`src/rtl/odd_width_pkt_arbiter.sv`:
```
// Packet-locked round-robin arbiter feeding a narrow-to-wide width converter.
// Define ODD_ARB_STAT_EN to add per-packet converter word-count statistics.
module odd_width_pkt_arbiter #(
  parameter int NUM   = 4,
  parameter int ISIZE = 12,
  parameter int OSIZE = 16,
  localparam int IW   = (NUM > 1) ? $clog2(NUM) : 1
) (
  input  logic                 clock,
  input  logic                 rst,
  input  logic [NUM*ISIZE-1:0] s_data,
  input  logic [NUM-1:0]       s_vld,
  input  logic [NUM-1:0]       s_last,
  output logic [NUM-1:0]       s_ready,
  output logic [ISIZE-1:0]     m_data,
  output logic                 m_vld,
  output logic                 m_last,
  input  logic                 m_ready,
  output logic [IW-1:0]        gnt_id,
  output logic                 busy
`ifdef ODD_ARB_STAT_EN
  ,
  output logic                 stat_vld,
  output logic [IW-1:0]        stat_id,
  output logic [15:0]          stat_words
`endif
);

  typedef enum logic {IDLE = 1'b0, BUSY = 1'b1} state_t;

  state_t           state;
  logic [IW-1:0]    last_gnt;
  logic [IW-1:0]    pick;
  logic [IW-1:0]    rr_cand;
  logic [ISIZE-1:0] src_data [NUM];
  logic             accept;

  for (genvar i = 0; i < NUM; i++) begin : g_unpack
    assign src_data[i] = s_data[i*ISIZE +: ISIZE];
  end

  // Scan from the farthest offset down so the nearest requester after last_gnt wins.
  always_comb begin
    // NOTE: every combinational output gets a default before any branch, so no latch is inferred.
    pick    = last_gnt;
    rr_cand = last_gnt;
    for (int k = NUM; k >= 1; k--) begin
      rr_cand = IW'((int'(last_gnt) + k) % NUM);
      if (s_vld[rr_cand]) pick = rr_cand;
    end
  end

  assign busy   = (state == BUSY);
  assign m_vld  = busy & s_vld[gnt_id];
  assign m_last = busy & s_last[gnt_id];
  assign m_data = busy ? src_data[gnt_id] : '0;
  assign accept = m_vld & m_ready;

  always_comb begin
    s_ready = '0;
    if (busy) s_ready[gnt_id] = m_ready;
  end

  always_ff @(posedge clock) begin
    // NOTE: state registers use non-blocking assignments so every flop samples pre-edge values.
    if (rst) begin
      state    <= IDLE;
      gnt_id   <= '0;
      last_gnt <= IW'(NUM - 1);
    end else begin
      case (state)
        IDLE: if (|s_vld) begin
          gnt_id <= pick;
          state  <= BUSY;
        end
        BUSY: if (accept && m_last) begin
          last_gnt <= gnt_id;
          state    <= IDLE;
        end
      endcase
    end
  end

`ifdef ODD_ARB_STAT_EN
  localparam int AW = $clog2(2 * OSIZE);
  localparam int SW = AW + 1;

  logic [AW-1:0] acc, acc_nxt;
  logic [SW-1:0] acc_sum;
  logic [15:0]   wcnt, wcnt_nxt, words_fin;

  // Bits left over after emitting whole OSIZE words; a non-empty remainder costs one more word.
  always_comb begin
    acc_sum  = SW'(acc) + SW'(ISIZE);
    acc_nxt  = AW'(acc_sum);
    wcnt_nxt = wcnt;
    if (acc_sum >= SW'(OSIZE)) begin
      acc_nxt = AW'(acc_sum - SW'(OSIZE));
      if (wcnt != 16'hFFFF) wcnt_nxt = wcnt + 16'd1;
    end
    words_fin = wcnt_nxt;
    if (acc_nxt != '0 && wcnt_nxt != 16'hFFFF) words_fin = wcnt_nxt + 16'd1;
  end

  always_ff @(posedge clock) begin
    if (rst) begin
      acc        <= '0;
      wcnt       <= '0;
      stat_vld   <= 1'b0;
      stat_id    <= '0;
      stat_words <= '0;
    end else begin
      stat_vld <= 1'b0;
      if (state == IDLE && |s_vld) begin
        acc  <= '0;
        wcnt <= '0;
      end else if (accept) begin
        acc  <= acc_nxt;
        wcnt <= wcnt_nxt;
        if (m_last) begin
          stat_vld   <= 1'b1;
          stat_id    <= gnt_id;
          stat_words <= words_fin;
        end
      end
    end
  end
`endif

endmodule
```
`config.mk`:
```
export PLATFORM = sky130hd
export DESIGN_NAME = odd_width_pkt_arbiter
export DESIGN_NICKNAME = d
export VERILOG_FILES = /design/src/rtl/odd_width_pkt_arbiter.sv
export SDC_FILE = /design/constraint.sdc
export NUM_CORES = 1
export LEC_CHECK = 0
export ABC_CLOCK_PERIOD_IN_PS = 3400
export BUFFER_PORTS_ARGS = -buffer_cell sky130_fd_sc_hd__buf_2
export CAP_MARGIN = 20
export CORE_MARGIN = 2
export CORE_UTILIZATION = 38
export DETAILED_ROUTE_END_ITERATION = 10
export PLACE_DENSITY = 0.9
export REMOVE_ABC_BUFFERS = 1
export SLEW_MARGIN = 30
export SYNTH_ARGS = -nofsm -noshare
export SYNTH_HDL_FRONTEND = slang
export SYNTH_SLANG_ARGS = --single-unit
```
`constraint.sdc`:
```
create_clock -name clock -period 3.4 [get_ports clock]
set_clock_uncertainty 0.1 [all_clocks]
set_input_delay 0.17 -clock clock [delete_from_list [all_inputs] [get_ports clock]]
set_output_delay 0.17 -clock clock [all_outputs]
set_load 0.05 [all_outputs]
```
; ---- Word-level counts from Yosys, hierarchy flattened
; Cells that the tools add are included.
; W data, S select, Z words.
[classes]
n_mux = 26
magnitude_cmp = 7
bitwise_logic = 6
n_addsub = 4
n_reduce_logical = 5
[op_table]
columns = operator, count
row1 = $mux W12, 3
row2 = $bmux W12 S2, 1
row3 = $lt A2 B3 Y1 const B, 5
row4 = $bmux W1 S2, 6
row5 = $mux W1, 9
row6 = $mux W2, 4
row7 = $add A2 B1 Y2 const B, 2
row8 = $add A2 B2 Y2 const B, 2
row9 = $and A4 B4 Y4, 1
row10 = $mux W4, 1
row11 = $reduce_and A2 Y1, 2
row12 = $reduce_or A4 Y1, 1
row13 = $and A1 B1 Y1, 3
row14 = $ge A3 B3 Y1 const B, 1
row15 = $not A2 Y3, 1
row16 = $demux W1 S2, 1
row17 = $ge A2 B1 Y1 const B, 1
row18 = $logic_and A1 B1 Y1, 2
row19 = $pmux W1 S2, 1
row20 = $not A1 Y1, 1
[word_totals]
word_cells = 51
out_inout_bits = 21
input_bits = 59
ff_bits = 5

; ---- Depth between registers and ports, before layout
[depth]
ltp_word = 7
mapped_depth = 5
mapped_depth_nobuf = 4

; ---- Least setup slack after synthesis
; No wires, ideal clock.
[synth_timing]
kind = reg-to-output
from = register gnt_id[1]
to = output s_ready[2]
path_buffers = 2
stages_incl_launch_ff = 5
path_slack_ns = 1.125
arrival_time_ns = 2.005
required_ns = 3.130
cell_sequence = dfxtp_1 -> buf_2 -> buf_1 -> inv_1 -> nor2_1
[synth_between]
elab_chain_len = 6
elab_cells_between_ends = 7
classes_between = order compare (2) / mux (3) / bitwise (1) / reduce/logical (1)
[synth_rtl]
columns = element, line_no
row1 = "start, declared", 19  ; output logic [IW-1:0] gnt_id,
row2 = "start signal, assigned", 73  ; gnt_id <= pick;
row3 = $lt A2 B3 Y1 (not written as such) / $ge A2 B1 Y1 (equally long branches), 61  ; if (busy) s_ready[gnt_id] = m_ready;
row4 = $logic_and A1 B1 Y1 (not written as such), 61
row5 = $mux W1 (not written as such), 61
row6 = $demux W1 S2 (*), 61
row7 = $and A4 B4 Y4 (no line) (*), -
row8 = $mux W4 (*), 61
row9 = "end, declared", 14  ; output logic [NUM-1:0] s_ready,
; Every way passes the cells marked *; elsewhere a longest branch is shown, timed or not.

; ---- Final worst setup path
[layout_timing]
from = register gnt_id[0]
to = output m_data[2]
[layout_between]
elab_chain_len = 5
[layout_rtl]
columns = element, line_no
row1 = $not A2 Y3 (not written as such), 56  ; assign m_data = busy ? src_data[gnt_id] : '0;
row2 = $bmux W12 S2, 56
row3 = $mux W12 (not written as such) (2 in series), 56
row4 = $mux W12, 56
row5 = "end, declared", 15  ; output logic [ISIZE-1:0] m_data,
; No other way between the ends. The select of a mux whose other input is x is not followed.

==> impl_results.md <==
* Status: completed
* IO Count at 80
* H-tree depth at 1
* Setup bufs post-CTS at 0
* Critical path type: flip-flop to primary output
* Post-route design area at 1200 µm²
* Crit path arrival time at 1.90 ns
* RSZ-0062 raised after global routing: false
* Flop-to-flop setup slack at 1.40 ns
* Synthesis-stage register bit count at 5
* # DRC at 0
* Yosys warning total at 0
* Layout cells sized above 1 at 59.4%
* WL final at 2660 µm
* Fin. max-slew vios at 0
* Vias/cell at 5.36
* Hold Fails Final Rpt at 0
* Largest cells by area after synthesis: mux4_1 20%, mux4_2 20%, dfxtp_1 13%
* Post-detail-place hpwl at 2200 µm
* Antenna cells at 0
* GRT Residual Overflow at 0
* Layout Cells excl Fill at 182
* Post-route setup TNS at 0 ns
* Register area at 101 µm²
* Final setup violation count at 0
* Area growth from synthesis to layout at 54.7%
* Filler cells at 179
* Max VDD drop at 0.000233 V
* Min-delay worst type: input port to flip-flop
* CTS sink cnt at 5
* Netlist cell types at 27
* Max-cap violations at 0
* Critical path peak fanout at 20
* Routed via count at 975
* Clock buffer count from CTS at 3
* Post-route ant nets at 0
* CTS resizes at 0
* Die height at 49.2 µm
* Port Buffer Count at 79
* Chip Width at 49.2 µm
* Overall Global Routing Usage at 21.0%
* Placed Cells at 178
* Async S/R FF share, synth at 0%
* Critical path launch point type: flip-flop
* Syn avg cell area at 9.95 µm²
* RR Startpoint: gnt_id[1]
* Clock Latency Late Sink at 0.24 ns
* Top-area cell type share of the netlist area at 20.3%
* Sequential fraction of the synthesis area at 12.9%
* Slowest stage delay, CP at 0.65 ns
* Least-Margin Pin Slew at 0.795 ns
* Core area at 1940 µm²
* CTS tree: done
* Tot Pwr at 383 µW
* Initial antenna violation count at 0
* Global-route wire length before repair at 3910 µm
* Clock Tree Buf Depth at 2
* Synth Cell Area at 776 µm²
* Crit path launch: gnt_id[0]
* Most common flop cell mapped by yosys: dfxtp_1
* WP data required at 3.13 ns
* Die area at 2420 µm²
* Global placement routability congestion at 0.702
* Clock transition at path regs at 0.04 ns
* Starting Density at 39.9%
* Routed WL per cell at 14.6 µm
* Number of nets in the layout at 215
* Number of flops mapped to enable cells by yosys at 0
* Fin crit period at 2.17 ns
* Pin count of the biggest net entering global routing at 22
* Critical path capture point type: primary output
* FP Rows at 16
* Part of the cycle the worst path needs at 63.8%
* Slowest cell on the critical path: dfxtp_2
* Vias in the first global route at 966
* Hold-fix buffers, CTS at 0
* Multi-input logic area at 639 µm²
* Slew HR at 46.9%
* FMAX at 461 MHz
* Crit-path cells: mux4_1 > and2_1 > buf_2
* Initial DRC Count at 16
* Initial DRT Pass Iterations at 4
* Power per cell area at 319 nW/µm²
* Reg2Reg Depth at 4
* Synth Instances at 78
* Capture point of the worst reg-to-reg path: last_gnt[1]
* Clock root buffer: clkbuf_4
* Critical Path End: m_data[2]
* Area leader, netlist: mux4_1
* Final hold slack at 0.0605 ns
* Lkg Pwr at 0.000632 µW
* Placed cell area at 1170 µm²
## registers in the layout, summed over array words and instances (netlist names)
name / flops
gnt_id: 2
busy: 1
last_gnt: 2
## worst min path at each step
stage / startpoint / end / slack (ns) / depth (start not counted)
floorplan: rst / gnt_id[0] / 0.14 / 1
global placement: rst / gnt_id[0] / 0.31 / 2
detailed placement: rst / gnt_id[0] / 0.31 / 2
CTS: rst / gnt_id[0] / 0.06 / 2
global route: rst / gnt_id[0] / 0.07 / 2
finish: rst / gnt_id[0] / 0.06 / 2
## Yosys cell counts, drive strengths merged, types with 2 or more instances
cell type and count:
nor3 2, and3 2, and2 13, a21oi 3, buf 4, clkbuf 2
nand2 4, nor2 11, dfxtp 5, nand2b 3, mux2i 4, mux4 13
## cell type report
cell class / instances / area share, %
clock buffer: 4 / 2.19
inverter: 1 / 0.313
multi-input combinational: 66 / 53.3
sequential: 5 / 8.45
tap: 27 / 2.82
timing repair buffer: 79 / 33.0
## routing by layer
metal  up-vias  global-route usage [%]  share of wire (%)
met1       457                    19.5                 35
met2        44                    39.4                 54
met3        16                    3.68                6.8
met5         -                       0                  0
met4         0                    16.7                4.6
li1        458                       -                  -
## metrics by stage
| step | worst slack (ns) | utilization, % |
|---|---|---|
| floorplan | 1.04 | - |
| global route | 1.14 | 61.8 |
| finish | 1.23 | 61.8 |
| CTS | 0.877 | 61.7 |
| detailed placement | 1.13 | 60.4 |
| global placement | 1.22 | 60.4 |
## worst max-delay path, delay by kind of cell (launching register included)
| family | cells | cell delay [ns] |
|---|---|---|
| AND/OR/NAND/NOR | 1 | 0.17 |
| multiplexers | 1 | 0.63 |
| flip-flops | 1 | 0.65 |
| buffers and inverters | 1 | 0.20 |
## cells in the final DEF, fill, tap and decap left out, types with 4 or more instances in the layout
| cell type | count |
|---|---|
| and2_1 | 13 |
| buf_2 | 79 |
| dfxtp_1 | 4 |
| mux2i_1 | 4 |
| mux4_1 | 6 |
| mux4_2 | 7 |
| nand2_1 | 4 |
| nor2_1 | 11 |
## cell families after synthesis
kind of cell           count (synthesis)  synth area share [%]
buffers and inverters                  7                  4.68
muxes                                 17                  45.8
AOI/OAI and AO/OA                     11                  11.0
and+or+nand+nor                       38                  25.6
DFF                                    5                  12.9
## power breakdown
group / total, µW / internal [µW] / switching [µW]
registers: 90.2 / 64.3 / 25.9
logic: 224 / 97.7 / 127
clock network: 68.3 / 44.3 / 23.9
(Power assumes the default switching activity.)
